[src/rtl/conv_pool_pkg.sv]
// Shared types and constants for the convolution + max-pool sequencing controller.
// Contents: ctrl_state_t FSM encoding, res_entry_t result payload (block index plus
// three pooled channel bytes), width constants and a channel-select helper.
package conv_pool_pkg;

  localparam int unsigned ADDR_W   = 16;
  localparam int unsigned DATA_W   = 8;
  localparam int unsigned NUM_CH   = 3;
  localparam int unsigned MAX_BLKS = 65536;
  // Frame-length and issue counters hold MAX_BLKS itself, so one bit wider than ADDR_W.
  localparam int unsigned CNT_W    = $clog2(MAX_BLKS) + 1;

  typedef enum logic [1:0] {
    IDLE = 2'd0,
    RUN  = 2'd1,
    DONE = 2'd2
  } ctrl_state_t;

  typedef struct packed {
    logic [ADDR_W-1:0] addr;
    logic [DATA_W-1:0] y0;
    logic [DATA_W-1:0] y1;
    logic [DATA_W-1:0] y2;
  } res_entry_t;

  // Select one channel byte of a buffered result.
  function automatic logic [DATA_W-1:0] chan_byte(input res_entry_t e, input logic [1:0] ch);
    case (ch)
      2'd0:    return e.y0;
      2'd1:    return e.y1;
      default: return e.y2;
    endcase
  endfunction

endpackage

[src/rtl/conv_pool_ctrl_if.sv]
// Host/engine/output-memory bundle of the conv_pool_ctrl block.
// slave  : the controller (drives busy, done, blk_re/blk_addr, wr_*, err).
// master : the surrounding system (drives start/num_blks and engine results).
// With CONV_POOL_CTRL_PERF_EN defined the bundle also carries perf_cycles/perf_stalls.
interface conv_pool_ctrl_if;
  import conv_pool_pkg::*;

  logic                start;
  logic [CNT_W-1:0]    num_blks;
  logic                busy;
  logic                done;
  logic                blk_re;
  logic [ADDR_W-1:0]   blk_addr;
  logic                res_vld;
  logic [ADDR_W-1:0]   res_addr;
  logic [DATA_W-1:0]   res_y0;
  logic [DATA_W-1:0]   res_y1;
  logic [DATA_W-1:0]   res_y2;
  logic                wr_en;
  logic [ADDR_W+1:0]   wr_addr;
  logic [DATA_W-1:0]   wr_data;
  logic                err;
`ifdef CONV_POOL_CTRL_PERF_EN
  logic [31:0]         perf_cycles;
  logic [31:0]         perf_stalls;
`endif

  modport slave (
    input  start, num_blks, res_vld, res_addr, res_y0, res_y1, res_y2,
    output busy, done, blk_re, blk_addr, wr_en, wr_addr, wr_data, err
`ifdef CONV_POOL_CTRL_PERF_EN
    , output perf_cycles, perf_stalls
`endif
  );

  modport master (
    output start, num_blks, res_vld, res_addr, res_y0, res_y1, res_y2,
    input  busy, done, blk_re, blk_addr, wr_en, wr_addr, wr_data, err
`ifdef CONV_POOL_CTRL_PERF_EN
    , input perf_cycles, perf_stalls
`endif
  );

endinterface

[src/rtl/conv_pool_res_fifo.sv]
// Synchronous result FIFO of res_entry_t entries, first-word fall-through head.
// Ports: clk, rst (sync, active-high), i_push/i_data, i_pop, o_head_c (current head),
// o_full_c, o_empty_c, o_count (registered occupancy). Push when full and pop when
// empty are ignored; the caller is expected to gate them.
module conv_pool_res_fifo
  import conv_pool_pkg::*;
#(
  parameter int unsigned DEPTH = 4,
  localparam int unsigned PTR_W = $clog2(DEPTH),
  localparam int unsigned FCNT_W = PTR_W + 1
) (
  input  logic              clk,
  input  logic              rst,
  input  logic              i_push,
  input  res_entry_t        i_data,
  input  logic              i_pop,
  output res_entry_t        o_head_c,
  output logic              o_full_c,
  output logic              o_empty_c,
  output logic [FCNT_W-1:0] o_count
);

  res_entry_t        r_mem [DEPTH];
  logic [PTR_W-1:0]  r_wr_ptr;
  logic [PTR_W-1:0]  r_rd_ptr;
  logic [FCNT_W-1:0] r_count;
  logic              w_push;
  logic              w_pop;

  assign o_full_c  = (r_count == FCNT_W'(DEPTH));
  assign o_empty_c = (r_count == '0);
  assign o_count   = r_count;
  assign o_head_c  = r_mem[r_rd_ptr];
  assign w_push    = i_push && !o_full_c;
  assign w_pop     = i_pop && !o_empty_c;

  // Storage needs no reset; occupancy gates every read.
  always_ff @(posedge clk) begin
    if (w_push) r_mem[r_wr_ptr] <= i_data;
  end

  // Pointers wrap naturally because DEPTH is a power of two.
  always_ff @(posedge clk) begin
    if (rst) begin
      r_wr_ptr <= '0;
      r_rd_ptr <= '0;
      r_count  <= '0;
    end else begin
      if (w_push) r_wr_ptr <= r_wr_ptr + PTR_W'(1);
      if (w_pop)  r_rd_ptr <= r_rd_ptr + PTR_W'(1);
      case ({w_push, w_pop})
        2'b10:   r_count <= r_count + FCNT_W'(1);
        2'b01:   r_count <= r_count - FCNT_W'(1);
        default: r_count <= r_count;
      endcase
    end
  end

endmodule

[src/rtl/conv_pool_ctrl.sv]
// Block-sequencing and write-back controller for the conv + 2x2 max-pool engine.
// Issues one block request per block of the programmed frame, limits outstanding
// blocks with credits (in-flight + buffered <= FIFO_DEPTH), buffers engine results
// and drains them one channel byte per cycle through a shared write port.
// Ports: clk, rst (sync, active-high), bus (conv_pool_ctrl_if.slave):
//   start/num_blks/busy/done : frame control; blk_re/blk_addr : engine requests;
//   res_vld/res_addr/res_y0..2 : engine results; wr_en/wr_addr/wr_data : output memory;
//   err : sticky overflow / unexpected-result flag.
// Optional: CONV_POOL_CTRL_PERF_EN adds perf_cycles and perf_stalls counters.
module conv_pool_ctrl
  import conv_pool_pkg::*;
#(
  parameter int unsigned FIFO_DEPTH = 4
) (
  input logic             clk,
  input logic             rst,
  conv_pool_ctrl_if.slave bus
);

  localparam int unsigned PTR_W   = $clog2(FIFO_DEPTH);
  localparam int unsigned FCNT_W  = PTR_W + 1;
  localparam int unsigned CRED_W  = FCNT_W + 1;
  localparam logic [1:0]  LAST_CH = 2'(NUM_CH - 1);

  ctrl_state_t        r_state;
  logic [CNT_W-1:0]   r_num;
  logic [CNT_W-1:0]   r_issued;
  logic [FCNT_W-1:0]  r_inflight;
  logic [1:0]         r_ch;
  logic               r_busy;
  logic               r_done;
  logic               r_blk_re;
  logic [ADDR_W-1:0]  r_blk_addr;
  logic               r_wr_en;
  logic [ADDR_W+1:0]  r_wr_addr;
  logic [DATA_W-1:0]  r_wr_data;
  logic               r_err;

  res_entry_t         w_in;
  res_entry_t         w_head;
  res_entry_t         w_src;
  logic               w_full;
  logic               w_empty;
  logic [FCNT_W-1:0]  w_count;
  logic               w_res_ok;
  logic               w_push;
  logic               w_pop;
  logic               w_step;
  logic               w_more;
  logic               w_credit;
  logic               w_issue;
  logic               w_finish;
  logic [CNT_W-1:0]   w_issued_base;

  assign w_in = {bus.res_addr, bus.res_y0, bus.res_y1, bus.res_y2};

  conv_pool_res_fifo #(.DEPTH(FIFO_DEPTH)) u_fifo (
    .clk       (clk),
    .rst       (rst),
    .i_push    (w_push),
    .i_data    (w_in),
    .i_pop     (w_pop),
    .o_head_c  (w_head),
    .o_full_c  (w_full),
    .o_empty_c (w_empty),
    .o_count   (w_count)
  );

  // A result is only legitimate while a request is outstanding (never in IDLE).
  assign w_res_ok = bus.res_vld && (r_inflight != '0);
  assign w_push   = w_res_ok && !w_full;

  assign w_more   = (r_issued < r_num);
  assign w_credit = (CRED_W'(r_inflight) + CRED_W'(w_count)) < CRED_W'(FIFO_DEPTH);

  // The first request goes out on the start edge so blk_re rises with busy.
  assign w_issued_base = (r_state == IDLE) ? '0 : r_issued;
  assign w_issue = (r_state == IDLE) ? (bus.start && (bus.num_blks != '0))
                                     : ((r_state == RUN) && w_more && w_credit);

  // An empty FIFO is bypassed by the arriving result so channel 0 writes next cycle;
  // the entry is still pushed to supply channels 1 and 2.
  assign w_step = !w_empty || w_push;
  assign w_src  = w_empty ? w_in : w_head;
  assign w_pop  = w_step && (r_ch == LAST_CH);

  assign w_finish = (r_state == RUN) && !w_more && (r_inflight == '0) && w_empty && (r_ch == 2'd0);

  always_ff @(posedge clk) begin
    if (rst) begin
      r_state    <= IDLE;
      r_num      <= '0;
      r_issued   <= '0;
      r_inflight <= '0;
      r_ch       <= '0;
      r_busy     <= 1'b0;
      r_done     <= 1'b0;
      r_blk_re   <= 1'b0;
      r_blk_addr <= '0;
      r_wr_en    <= 1'b0;
      r_wr_addr  <= '0;
      r_wr_data  <= '0;
      r_err      <= 1'b0;
    end else begin
      r_done   <= 1'b0;
      r_blk_re <= w_issue;
      r_issued <= w_issued_base + CNT_W'(w_issue);
      if (w_issue) r_blk_addr <= w_issued_base[ADDR_W-1:0];

      case ({w_issue, w_res_ok})
        2'b10:   r_inflight <= r_inflight + FCNT_W'(1);
        2'b01:   r_inflight <= r_inflight - FCNT_W'(1);
        default: r_inflight <= r_inflight;
      endcase

      if (bus.res_vld && !w_push) r_err <= 1'b1;

      r_wr_en <= w_step;
      if (w_step) begin
        r_wr_addr <= {r_ch, w_src.addr};
        r_wr_data <= chan_byte(w_src, r_ch);
        r_ch      <= w_pop ? 2'd0 : r_ch + 2'd1;
      end

      case (r_state)
        IDLE: begin
          if (bus.start) begin
            r_state <= RUN;
            r_busy  <= 1'b1;
            r_num   <= bus.num_blks;
          end
        end
        RUN: begin
          if (w_finish) begin
            r_state <= DONE;
            r_done  <= 1'b1;
          end
        end
        DONE: begin
          r_state <= IDLE;
          r_busy  <= 1'b0;
        end
        default: r_state <= IDLE;
      endcase
    end
  end

`ifdef CONV_POOL_CTRL_PERF_EN
  logic [31:0] r_perf_cycles;
  logic [31:0] r_perf_stalls;

  // Frame statistics: RUN cycles, and RUN cycles where work remained but no credit.
  always_ff @(posedge clk) begin
    if (rst) begin
      r_perf_cycles <= '0;
      r_perf_stalls <= '0;
    end else if ((r_state == IDLE) && bus.start) begin
      r_perf_cycles <= '0;
      r_perf_stalls <= '0;
    end else if (r_state == RUN) begin
      r_perf_cycles <= r_perf_cycles + 32'd1;
      if (w_more && !w_credit) r_perf_stalls <= r_perf_stalls + 32'd1;
    end
  end

  assign bus.perf_cycles = r_perf_cycles;
  assign bus.perf_stalls = r_perf_stalls;
`endif

  assign bus.busy     = r_busy;
  assign bus.done     = r_done;
  assign bus.blk_re   = r_blk_re;
  assign bus.blk_addr = r_blk_addr;
  assign bus.wr_en    = r_wr_en;
  assign bus.wr_addr  = r_wr_addr;
  assign bus.wr_data  = r_wr_data;
  assign bus.err      = r_err;

endmodule

[src/flat_wrapper.sv]
// flat-port wrapper written by rule: the top's interface ports become plain ports
module conv_pool_ctrl_flat import conv_pool_pkg::*;
#(
  parameter int unsigned FIFO_DEPTH = 4
)
  (clk, rst, bus_start, bus_num_blks, bus_res_vld, bus_res_addr, bus_res_y0, bus_res_y1, bus_res_y2, bus_busy, bus_done, bus_blk_re, bus_blk_addr, bus_wr_en, bus_wr_addr, bus_wr_data, bus_err);
  conv_pool_ctrl_if bus_i ();
  input logic clk;
  input logic rst;
  input wire logic [$bits(bus_i.start)-1:0] bus_start;
  input wire logic [$bits(bus_i.num_blks)-1:0] bus_num_blks;
  input wire logic [$bits(bus_i.res_vld)-1:0] bus_res_vld;
  input wire logic [$bits(bus_i.res_addr)-1:0] bus_res_addr;
  input wire logic [$bits(bus_i.res_y0)-1:0] bus_res_y0;
  input wire logic [$bits(bus_i.res_y1)-1:0] bus_res_y1;
  input wire logic [$bits(bus_i.res_y2)-1:0] bus_res_y2;
  output wire logic [$bits(bus_i.busy)-1:0] bus_busy;
  output wire logic [$bits(bus_i.done)-1:0] bus_done;
  output wire logic [$bits(bus_i.blk_re)-1:0] bus_blk_re;
  output wire logic [$bits(bus_i.blk_addr)-1:0] bus_blk_addr;
  output wire logic [$bits(bus_i.wr_en)-1:0] bus_wr_en;
  output wire logic [$bits(bus_i.wr_addr)-1:0] bus_wr_addr;
  output wire logic [$bits(bus_i.wr_data)-1:0] bus_wr_data;
  output wire logic [$bits(bus_i.err)-1:0] bus_err;
  assign bus_i.start = bus_start;
  assign bus_i.num_blks = bus_num_blks;
  assign bus_i.res_vld = bus_res_vld;
  assign bus_i.res_addr = bus_res_addr;
  assign bus_i.res_y0 = bus_res_y0;
  assign bus_i.res_y1 = bus_res_y1;
  assign bus_i.res_y2 = bus_res_y2;
  assign bus_busy = bus_i.busy;
  assign bus_done = bus_i.done;
  assign bus_blk_re = bus_i.blk_re;
  assign bus_blk_addr = bus_i.blk_addr;
  assign bus_wr_en = bus_i.wr_en;
  assign bus_wr_addr = bus_i.wr_addr;
  assign bus_wr_data = bus_i.wr_data;
  assign bus_err = bus_i.err;
  conv_pool_ctrl #(.FIFO_DEPTH(FIFO_DEPTH)) u_core (.clk(clk), .rst(rst), .bus(bus_i));
endmodule
[config.mk]
export PLATFORM = sky130hd
export DESIGN_NAME = conv_pool_ctrl_flat
export DESIGN_NICKNAME = d
export VERILOG_FILES = /design/src/rtl/conv_pool_pkg.sv /design/src/rtl/conv_pool_ctrl_if.sv /design/src/rtl/conv_pool_res_fifo.sv /design/src/rtl/conv_pool_ctrl.sv /design/src/flat_wrapper.sv
export SDC_FILE = /design/constraint.sdc
export NUM_CORES = 1
export LEC_CHECK = 0
export ABC_CLOCK_PERIOD_IN_PS = 5800
export BUFFER_PORTS_ARGS = -buffer_cell sky130_fd_sc_hd__buf_2
export CAP_MARGIN = 20
export CORE_MARGIN = 1
export CORE_UTILIZATION = 45
export CTS_BUF_LIST = sky130_fd_sc_hd__clkbuf_8
export DETAILED_ROUTE_END_ITERATION = 6
export PLACE_DENSITY = 0.64
export SLEW_MARGIN = 20
export SYNTH_ARGS = -nofsm -noshare
export SYNTH_HDL_FRONTEND = slang
export SYNTH_HIERARCHICAL = 1
export SYNTH_SLANG_ARGS = --single-unit
[constraint.sdc]
create_clock -name clk -period 5.8 [get_ports clk]
set_input_delay 1.16 -clock clk [delete_from_list [all_inputs] [get_ports clk]]
set_output_delay 1.16 -clock clk [all_outputs]
set_load 0.05 [all_outputs]
==> run_results.csv <==
group,metric,value,unit
final_layout,area_delta_synth_final,14.7,%
floorplan,start_util,45.8,%
floorplan,dieArea,24500,sq um
placed_design,port_buffers,107,
pwr,power_density,407,nW/um^2
yosys,synth_area,10800,sq um
cts,clock-sinks,257,
yosys,syn_inst,767,
detailed_routing,routed.top_layer,"met5",
yosys,ys_async_sr_fraction,0,%
grt,grt.total_usage,18.5,%
sta,worst_pin_slew,0.979,ns
grt,grt_antenna_before_repair,2,
critical_path,crit_fanout,19,
critical_path,crit_arrival,3.94,ns
critical_path,rr_startpoint,"u_core/r_issued[14]$_SDFF_PP0_",
detailed_routing,wl_met1,9950,um
final_layout,final_cell_mix,"edfxtp_1, buf_2, dfxtp_1",
pwr,swShare,32.3,%
detailed_routing,drcViolationCount,0,
detailed_routing,drt_iter0_markers,419,
cts,ctsHoldBuffers,0,
critical_path,rr_endpoint,"u_core/r_issued[15]$_SDFF_PP0_",
cts,cts_inserted_buffers,43,
outcome,outcome,"finished, final reports clean",
critical_path,crit_end,"u_core/r_issued[15]$_SDFF_PP0_",
yosys,synth-seq-area-share,62.7,%
floorplan,coreArea,23500,sq um
critical_path,critPathKind,"register to register",
yosys,synth_top_cell_by_area,"edfxtp_1",
sta,setup_viol,0,
cts,clk_pin_slew,0.06,ns
yosys,syn_nets,856,
floorplan,die_h,157,um
yosys,ys_ff_latch,257,
yosys,ys.flop_type,"edfxtp_1",
final_layout,fin_cells,1242,
worst_hold_path,hp-class,"register to register",
final_layout,final_common_cell,"edfxtp_1",
floorplan,rows,56,
sta,grt_setup_unrepaired,"false",
pwr,cellLeakagePower,4.50,nW
final_layout,fin_nets,978,
cts,post_cts_buffers,0,
sta,hold_violations,0,
detailed_routing,vias,6504,
yosys,ys_top_cells_by_area,"edfxtp_1, dfxtp_1, mux4_2, mux2i_1, ha_1",
pwr,comb_power_share,24.3,%
sta,clock.fmax,0.285,GHz
critical_path,crit_path_start,"u_core/r_issued[14]$_SDFF_PP0_",
critical_path,rrSetupSlack,2.29,ns
pwr,p_switching,0.00162,W
pwr,intPower,0.00340,W
cts,cts_tree,"built",
detailed_routing,via_per_inst,5.24,
yosys,avgSynthCellArea,14.0,sq um
worst_hold_path,min_from,"u_core/r_num[0]$_SDFFE_PP0P_",
yosys,synth_cell_types,50,
critical_path,crit_slowest_cell,"nor4_2",
cts,insertion_delay,0.55,ns
cts,cts_htree_levels,2,
pwr,clkPwrFrac,30.1,%
detailed_routing,wl,22100,um
cts,clock_path_buffers,3,
placed_design,dp_cells,1163,
critical_path,worstPathRequired,6.24,ns
final_layout,nFillCells,2013,
grt,grt_pass1_wl,34800,um
detailed_routing,wl_per_cell,17.8,um
sta,tns,0,ns
critical_path,worstPathCellList,"ha_1 > nand4_1 > nor3_1 > a221oi_1 > nand4_1 > buf_4 > nand2_1 > ha_1 > nand3_1 > nor4_2 > nand3_1 > xor2_1 > nor2_1",
detailed_routing,dr.pass1.iters,5,
grt,grt-ovfl-total,0,
yosys,synth_warnings,6,
yosys,synth_top_cell_area_share,44.7,%
critical_path,cp-end-kind,"register",
job,drv_cap,0,
placed_design,hpwl,13600,um
critical_path,cp-start-kind,"register",
grt,grt_max_degree,87,
floorplan,io_pins,108,
detailed_routing,antenna_left,0,
sta,fin_crit,3.51,ns
detailed_routing,met2_length,10600,um
sta,finalCritPeriodShare,60.5,%
placed_design,routabilityCongestion,0.757,
sta,final_max_slew_viol_count,0,
sta,fin_skew,0.0353,ns
yosys,synth_edf_count,160,
grt,grt_pass1_vias,6498,
critical_path,slowest_delay,0.58,ns
sta,relSlewSlack,34.5,%
final_layout,drive_gt1_share,26.4,%
floorplan,chipWidth,157,um
pwr,peakVddDrop,0.000229,V
pwr,seqPwrFrac,45.7,%
cts,cts_root_buf,"clkbuf_8",
detailed_routing,routed-wl-met3,1140,um
cts,cts-resized-gates,0,
worst_hold_path,min_path_cells,2,
critical_path,ff2ff_path_depth,13,
## cell usage after synthesis, types with 5 or more instances
library cell and n:
nand4_1 8, nor2_1 67, nor3_1 6, mux2i_1 42, nand3b_1 17, buf_4 5
a21oi_1 45, edfxtp_1 160, clkbuf_1 15, a211oi_1 25, nand2_1 69, and2_1 6
dfxtp_1 97, inv_1 33, or3_1 5, nand3_1 5, buf_2 11, ha_1 26
xor2_1 15, o21ai_0 11, mux4_2 47
## worst min path at each step
| stage | endpoint |
|---|---|
| detailed placement | u_core/r_num[5]$_SDFFE_PP0P_ |
| floorplan | u_core/r_num[0]$_SDFFE_PP0P_ |
| global route | u_core/r_num[7]$_SDFFE_PP0P_ |
| global placement | u_core/bus.wr_addr[17]$_SDFFE_PP0N_ |
| finish | u_core/r_num[0]$_SDFFE_PP0P_ |
| CTS | u_core/r_num[5]$_SDFFE_PP0P_ |
## sequential cells by signal, summed over array words and instances (netlist names), named ones only
register and flops:
u_core/u_fifo/r_mem 160, u_core/bus.wr_addr 18, u_core/bus.wr_data 8, u_core/r_state 2
u_core/bus.blk_addr 16, u_core/bus.blk_re 1, u_core/u_fifo/o_count 3, u_core/bus.wr_en 1
u_core/r_ch 2, u_core/r_issued 17, u_core/bus.busy 1, u_core/bus.err 1
u_core/r_inflight 3, u_core/r_num 17, u_core/u_fifo/r_rd_ptr 2, u_core/u_fifo/r_wr_ptr 2
u_core/bus.done 1
## through the flow
| step | cell area [sq um] | worst slack, ns | hold slack [ns] | total power, W | utilization (%) |
|---|---|---|---|---|---|
| 2_1_floorplan | 10800 | 2.28 | 0.434 | 0.00324 | - |
| 3_3_place_gp | 11500 | 1.95 | 0.440 | 0.00354 | 49.0 |
| 3_5_place_dp | 11500 | 1.83 | 0.447 | 0.00356 | 49.0 |
| 4_1_cts | 12300 | 2.26 | 0.455 | 0.00509 | 52.5 |
| 5_1_grt | 12300 | 2.08 | 0.479 | 0.00527 | 52.5 |
| 6_report | 12300 | 2.29 | 0.454 | 0.00502 | 52.5 |
## per-layer routing
metal	global-route usage [%]	up-vias
met3	3.63	29
li1	-	3107
met4	6.02	2
met2	30.0	165
met5	0	-
met1	25.0	3201
## final cells by class
cell class	count	area (sq um)	share of cell area, %
Sequential cell	257	6750	54.7
Multi-Input combinational cell	435	3620	29.3
Antenna cell	1	2.50	0.0203
Clock buffer	47	647	5.25
Inverter	34	128	1.03
Clock inverter	31	173	1.40
Tap cell	319	399	3.24
Timing Repair Buffer	118	618	5.01
## kinds of logic (layout without fill, tap and decap cells)
family,Yosys count,in the layout,synth area share [%]
AO/OA/AOI/OAI,94,94,5.53
XOR/XNOR,19,19,1.55
adder cells (fa/ha/maj),28,28,3.40
buffers and inverters,75,230,3.74
flip-flops,257,257,62.7
multiplexers,89,89,13.8
other,0,1,0
AND/OR/NAND/NOR,205,205,9.30
## power by group through the flow
stage	sequential, W	combinational [W]	clock (W)
after floorplan	0.00252	0.000720	0
after global placement	0.00233	0.00121	0
after detailed placement	0.00233	0.00123	0
after CTS	0.00229	0.00124	0.00156
after global routing	0.00232	0.00132	0.00163
final	0.00229	0.00122	0.00151
## worst max-delay path: cells and delay by family, from the launching register on
family          cells  cell delay, ns
xor+xnor            1            0.17
flops               1            0.47
compound gates      1            0.46
fa+ha+maj           2            0.53
simple gates        8            1.49
buf+inv             1            0.26
Note: power is estimated with default switching activity, not from simulation.
